$ cat src/rtl/alu_muldiv.sv
// ALU with iterative unsigned multiply/divide: single-cycle ops land in result,
// MULT/DIV step one bit per cycle for WIDTH cycles and write {hi,lo} on completion.
// Latency: 1 cycle for single-cycle ops, WIDTH+1 cycles to done for MULT/DIV.
// Backpressure: start is ignored while busy; nothing is queued.
module alu_muldiv #(
  parameter int WIDTH   = 16,
  parameter int CMD_LEN = 4
) (
  input  logic                     clk,
  input  logic                     rst,
  input  logic                     start,
  input  logic [CMD_LEN-1:0]       cmd,
  input  logic [WIDTH-1:0]         val1,
  input  logic [WIDTH-1:0]         val2,
  input  logic [$clog2(WIDTH)-1:0] shamt,
  output logic [WIDTH-1:0]         result,
  output logic [WIDTH-1:0]         hi,
  output logic [WIDTH-1:0]         lo,
  output logic                     busy,
  output logic                     done,
  output logic                     div_zero
);

  localparam int SW = $clog2(WIDTH);

  localparam logic [CMD_LEN-1:0] CMD_ADD  = CMD_LEN'(0);
  localparam logic [CMD_LEN-1:0] CMD_SUB  = CMD_LEN'(1);
  localparam logic [CMD_LEN-1:0] CMD_AND  = CMD_LEN'(2);
  localparam logic [CMD_LEN-1:0] CMD_OR   = CMD_LEN'(3);
  localparam logic [CMD_LEN-1:0] CMD_NOR  = CMD_LEN'(4);
  localparam logic [CMD_LEN-1:0] CMD_XOR  = CMD_LEN'(5);
  localparam logic [CMD_LEN-1:0] CMD_CLR  = CMD_LEN'(6);
  localparam logic [CMD_LEN-1:0] CMD_SLL  = CMD_LEN'(7);
  localparam logic [CMD_LEN-1:0] CMD_MOVI = CMD_LEN'(8);
  localparam logic [CMD_LEN-1:0] CMD_SRA  = CMD_LEN'(9);
  localparam logic [CMD_LEN-1:0] CMD_SRL  = CMD_LEN'(10);
  localparam logic [CMD_LEN-1:0] CMD_MULT = CMD_LEN'(11);
  localparam logic [CMD_LEN-1:0] CMD_DIV  = CMD_LEN'(12);
  localparam logic [CMD_LEN-1:0] CMD_MFHI = CMD_LEN'(13);
  localparam logic [CMD_LEN-1:0] CMD_MFLO = CMD_LEN'(14);

  typedef enum logic [1:0] {
    S_IDLE,
    S_MUL,
    S_DIV,
    S_DONE
  } state_t;

  state_t               state_q, state_d;
  logic [SW-1:0]        cnt_q, cnt_d;
  logic [WIDTH-1:0]     result_q, result_d;
  logic [WIDTH-1:0]     hi_q, hi_d;
  logic [WIDTH-1:0]     lo_q, lo_d;
  logic                 dz_q, dz_d;
  // Multiplicand (MULT) or divisor (DIV), frozen at accept.
  logic [WIDTH-1:0]     opa_q, opa_d;
  // Working register: MULT = {partial sum, remaining multiplier bits};
  // DIV = {partial remainder, dividend bits shifting out / quotient bits in}.
  logic [2*WIDTH-1:0]   prod_q, prod_d;

  logic [WIDTH-1:0]     alu_res;
  logic [WIDTH:0]       mul_sum;
  logic [2*WIDTH-1:0]   mul_next;
  logic [WIDTH:0]       div_part;
  logic                 div_ge;
  logic [2*WIDTH-1:0]   div_next;
  logic                 last_step;

  // Single-cycle operation result, selected from the live inputs at accept.
  always_comb begin
    alu_res = '0;
    case (cmd)
      CMD_ADD:  alu_res = val1 + val2;
      CMD_SUB:  alu_res = val1 - val2;
      CMD_AND:  alu_res = val1 & val2;
      CMD_OR:   alu_res = val1 | val2;
      CMD_NOR:  alu_res = ~(val1 | val2);
      CMD_XOR:  alu_res = val1 ^ val2;
      CMD_CLR:  alu_res = '0;
      CMD_SLL:  alu_res = val1 << shamt;
      CMD_MOVI: alu_res = val2;
      CMD_SRA:  alu_res = $unsigned($signed(val1) >>> shamt);
      CMD_SRL:  alu_res = val1 >> shamt;
      CMD_MFHI: alu_res = hi_q;
      CMD_MFLO: alu_res = lo_q;
      default:  alu_res = '0;
    endcase
  end

  // One shift-add multiply step and one restoring-divide step per cycle.
  // A zero divisor always "fits", so the quotient fills with ones and the
  // remainder ends up holding the whole dividend without special casing.
  always_comb begin
    mul_sum   = {1'b0, prod_q[2*WIDTH-1:WIDTH]} + {1'b0, {WIDTH{prod_q[0]}} & opa_q};
    mul_next  = {mul_sum, prod_q[WIDTH-1:1]};
    div_part  = {prod_q[2*WIDTH-1:WIDTH], prod_q[WIDTH-1]};
    div_ge    = div_part >= {1'b0, opa_q};
    div_next  = {(div_ge ? WIDTH'(div_part - {1'b0, opa_q}) : div_part[WIDTH-1:0]),
                 prod_q[WIDTH-2:0], div_ge};
    last_step = (cnt_q == SW'(WIDTH - 1));
  end

  // Next-state and datapath updates; every target defaults to holding.
  always_comb begin
    state_d  = state_q;
    cnt_d    = cnt_q;
    result_d = result_q;
    hi_d     = hi_q;
    lo_d     = lo_q;
    dz_d     = dz_q;
    opa_d    = opa_q;
    prod_d   = prod_q;
    case (state_q)
      S_IDLE, S_DONE: begin
        state_d = S_IDLE;
        if (start) begin
          dz_d  = 1'b0;
          cnt_d = '0;
          if (cmd == CMD_MULT) begin
            opa_d   = val1;
            prod_d  = {{WIDTH{1'b0}}, val2};
            state_d = S_MUL;
          end else if (cmd == CMD_DIV) begin
            opa_d   = val2;
            prod_d  = {{WIDTH{1'b0}}, val1};
            state_d = S_DIV;
          end else begin
            result_d = alu_res;
            state_d  = S_DONE;
          end
        end
      end
      S_MUL: begin
        prod_d = mul_next;
        cnt_d  = cnt_q + SW'(1);
        if (last_step) begin
          hi_d    = mul_next[2*WIDTH-1:WIDTH];
          lo_d    = mul_next[WIDTH-1:0];
          state_d = S_DONE;
        end
      end
      S_DIV: begin
        prod_d = div_next;
        cnt_d  = cnt_q + SW'(1);
        if (last_step) begin
          hi_d    = div_next[2*WIDTH-1:WIDTH];
          lo_d    = div_next[WIDTH-1:0];
          dz_d    = (opa_q == '0);
          state_d = S_DONE;
        end
      end
      default: state_d = S_IDLE;
    endcase
  end

  // FSM state and iteration counter.
  always_ff @(posedge clk) begin
    if (rst) begin
      state_q <= S_IDLE;
      cnt_q   <= '0;
    end else begin
      state_q <= state_d;
      cnt_q   <= cnt_d;
    end
  end

  // Architectural and working registers; reset mid-operation discards the
  // partial product so hi/lo never see intermediate values.
  always_ff @(posedge clk) begin
    if (rst) begin
      result_q <= '0;
      hi_q     <= '0;
      lo_q     <= '0;
      dz_q     <= 1'b0;
      opa_q    <= '0;
      prod_q   <= '0;
    end else begin
      result_q <= result_d;
      hi_q     <= hi_d;
      lo_q     <= lo_d;
      dz_q     <= dz_d;
      opa_q    <= opa_d;
      prod_q   <= prod_d;
    end
  end

  assign result   = result_q;
  assign hi       = hi_q;
  assign lo       = lo_q;
  assign div_zero = dz_q;
  assign busy     = (state_q == S_MUL) || (state_q == S_DIV);
  assign done     = (state_q == S_DONE);

endmodule

$ cat config.mk
export PLATFORM = sky130hd
export DESIGN_NAME = alu_muldiv
export DESIGN_NICKNAME = d
export VERILOG_FILES = /design/src/rtl/alu_muldiv.sv
export SDC_FILE = /design/constraint.sdc
export NUM_CORES = 1
export LEC_CHECK = 0
export ABC_AREA = 1
export ABC_CLOCK_PERIOD_IN_PS = 3800
export BUFFER_PORTS_ARGS = -buffer_cell sky130_fd_sc_hd__buf_2
export CAP_MARGIN = 25
export CORE_MARGIN = 2
export CORE_UTILIZATION = 30
export DETAILED_ROUTE_END_ITERATION = 8
export GPL_ROUTABILITY_DRIVEN = 0
export GPL_TIMING_DRIVEN = 0
export PLACE_DENSITY = 0.56
export SETUP_SLACK_MARGIN = 0.15
export SLEW_MARGIN = 20
export SYNTH_ARGS = -nofsm -noshare
export SYNTH_HDL_FRONTEND = slang
export SYNTH_SLANG_ARGS = --single-unit
$ cat constraint.sdc
create_clock -name clk -period 3.8 [get_ports clk]
set_clock_uncertainty 0.1 [all_clocks]
set_input_delay 0.38 -clock clk [delete_from_list [all_inputs] [get_ports clk]]
set_output_delay 0.38 -clock clk [all_outputs]
set_load 0.03 [all_outputs]
==> out/qor.yml <==
cp.required_ns: 3.92
pwr_density_cell_mw_per_mm2: 338
drt_first_pass_iters: 8
core_area_sq_mm: 0.0355
synth_area_sq_mm: 0.0108
crit_top_cell: "nand3_1"
drtIter0Drc: 1326
vdd_drop_max_uv: 274
startpoint_type: "input port"
grt_first_pass_wirelength_mm: 71.2
synthTopCellsByArea: "nand2_1 23%, dfxtp_1 19%, ha_1 9.7%"
synth.top_cell.area_share: 0.228
clkTransAtPathRegs_ns: 0.09
synth_nets: 2006
clock_latency_ns: 0.37
period_needed_ns: 3.37
syn2layout_area_growth_pct: 12.4
postCtsSetupRepairBufs: 0
relSlewSlack: 0.440
ys_ff_latch: 103
yosysWarnings: 0
cp-end-kind: "register"
path_cells: "buf_2 -> inv_1 -> ha_1 -> inv_1 -> nor2_1 -> nand3_1 -> nor3_2 -> nand3_1 -> o31ai_2 -> xor2_1 -> ha_1 -> a21oi_1 -> nor2_1 -> nor2_1 -> nand2_1 -> a21oi_1 -> nand3_1 -> nand3_1 -> nand2_1 -> nand2_1 -> a21oi_1"
antenna_found_initial: 1
num_rows: 69
synth.avg_cell_area_sq_um: 5.76
hpwl_mm: 38.1
rsz0062_at_grt: "no"
worst_pin_slew_ns: 0.839
drive_above_1_share: 0.0898
cts_tree: "yes"
ys_seq_area_frac: 0.191
routed-wl-met2_mm: 21.2
cp_slowest_cell: "ha_1"
final_common_cell: "nand2_1"
grt_pass1_vias: 12000
min_path_type: "in2reg"
design.portCount: 94
cp_max_fo: 5
ys_types: 48
htree_levels: 3
post-place-ws_ns: -0.0474
dpl.cell_count: 2428
critPathArrivalTime_ns: 3.49
seqCellArea_sq_mm: 0.00206
drt-wirelength-per-cell_microns: 19.4
cts.sinks: 103
status: "completed"
drv_cap: 0
layout.cells.non_filler: 2445
vias: 13100
nets: 2108
overflow: 0
fill_cells: 4053
via_per_inst: 5.35
initial_core_util: 0.304
fin_ws_ns: 0.430
clockBufferDepth: 2
cellLeakagePower_uw: 0.00615
die_h_microns: 194
top_layer: "met4"
grt_max_degree: 20
path_buf_inv: 3
wl_met3_mm: 4.24
critPathMaxStageDelay_ns: 0.33
portBuffers: 91
fmax_ghz: 0.297
cts_made_buffers: 9
final_cell_mix: "657 x nand2_1, 216 x inv_1, 161 x nand3_1, 148 x o21ai_0, 123 x buf_2"
die-width_microns: 194
cp_top_family: "simple AND/OR/NAND/NOR gates"
synth_top_area_cell: "nand2_1"
cts_root_buf: "clkbuf_16"
hold_violations: 0
multiInputGateArea_sq_mm: 0.00754
die-area_sq_mm: 0.0375
grt_usage: 0.245
postRouteAntennaNets: 0
wl_met1_mm: 20.2
worstSetupPathType: "in2reg"
slew_viol_final: 0
min_period_over_period: 0.887
setup_viol: 0
synthCells: 1876
post-route-drc-count: 0
wl_mm: 47.4
-- metal layers --
layer,track usage,vias to the layer above
li1,-,6323
met1,0.330,6001
met2,0.400,647
met3,0.0348,107
met4,0.0854,0
met5,0,-
-- tightest hold or removal path: stages --
cell	delay [ns]
buf_2	0.14
nand2_1	0.08
a31oi_1	0.08
-- power by group --
part / switching [uW] / internal (uW)
Combinational: 1340 / 591
Clock: 505 / 462
Sequential: 62.0 / 1140
-- cell families after synthesis --
kind of cell | count (synthesis) | share of synthesized area
simple gates | 985 | 0.381
compound gates | 364 | 0.188
buf+inv | 306 | 0.112
flops | 103 | 0.191
fa+ha+maj | 87 | 0.103
xor+xnor | 30 | 0.0243
mux | 1 | 0.000927
-- state kept, by name, summed over array words and instances (netlist names) --
signal	cells
lo	16
cnt_q	4
hi	16
result	16
opa_q	16
state_q	2
prod_q	32
div_zero	1
-- synth_stat cells (all sizes together) --
cell type / number
and2: 8
inv: 224
xor2: 22
nor3b: 1
a21oi: 123
o2111ai: 3
xnor2: 8
clkinv: 3
o21a: 5
ha: 84
clkbuf: 41
nor4: 4
nand3: 162
nand4: 14
a31oi: 44
dfxtp: 103
nor3: 15
o2111a: 1
fa: 3
o21ai: 153
o22ai: 1
nand3b: 11
o221ai: 4
or2: 4
a21o: 3
mux2i: 1
o211a: 3
o21bai: 1
o31ai: 4
nor2: 105
a211oi: 3
o211ai: 16
nand2: 661
buf: 38
-- final timing paths --
path,start,end,slack [ns],cells past startpoint
worst max register to register,prod_q[0],prod_q[31],0.80,15
worst max-delay path,val2[1],result[15],0.43,21
worst min register to register,result[3],result[3],0.36,2
worst min-delay path,val2[13],opa_q[13],0.24,3
-- metrics by stage --
step           setup TNS, ns  total power (uW)  cell area (sq um)   util  hold slack (ns)
2_1_floorplan              0              2550              10800      -            0.337
3_3_place_gp         -0.0525              3100              11800  0.333            0.356
3_5_place_dp         -0.0812              3120              11800  0.333            0.355
4_1_cts                    0              4080              12100  0.342            0.238
5_1_grt                    0              4370              12100  0.342            0.240
6_report                   0              4100              12100  0.342            0.241
-- final cells by class --
cell class / count / area share
flip-flops and latches: 103 / 0.170
clock buffers: 9 / 0.0186
repair buffers: 91 / 0.0375
well taps: 461 / 0.0475
clock inverters: 7 / 0.00546
plain buffers: 79 / 0.0293
diodes: 1 / 0.000206
multi-input cells: 1467 / 0.621
inverters: 227 / 0.0702
-- timing repair --
item | in CTS | in global routing
hold buffers | 0 | 0
gates resized for setup | 0 | 4
endpoints found under the setup margin | 0 | 3
Power figures use the tool's default switching activity.
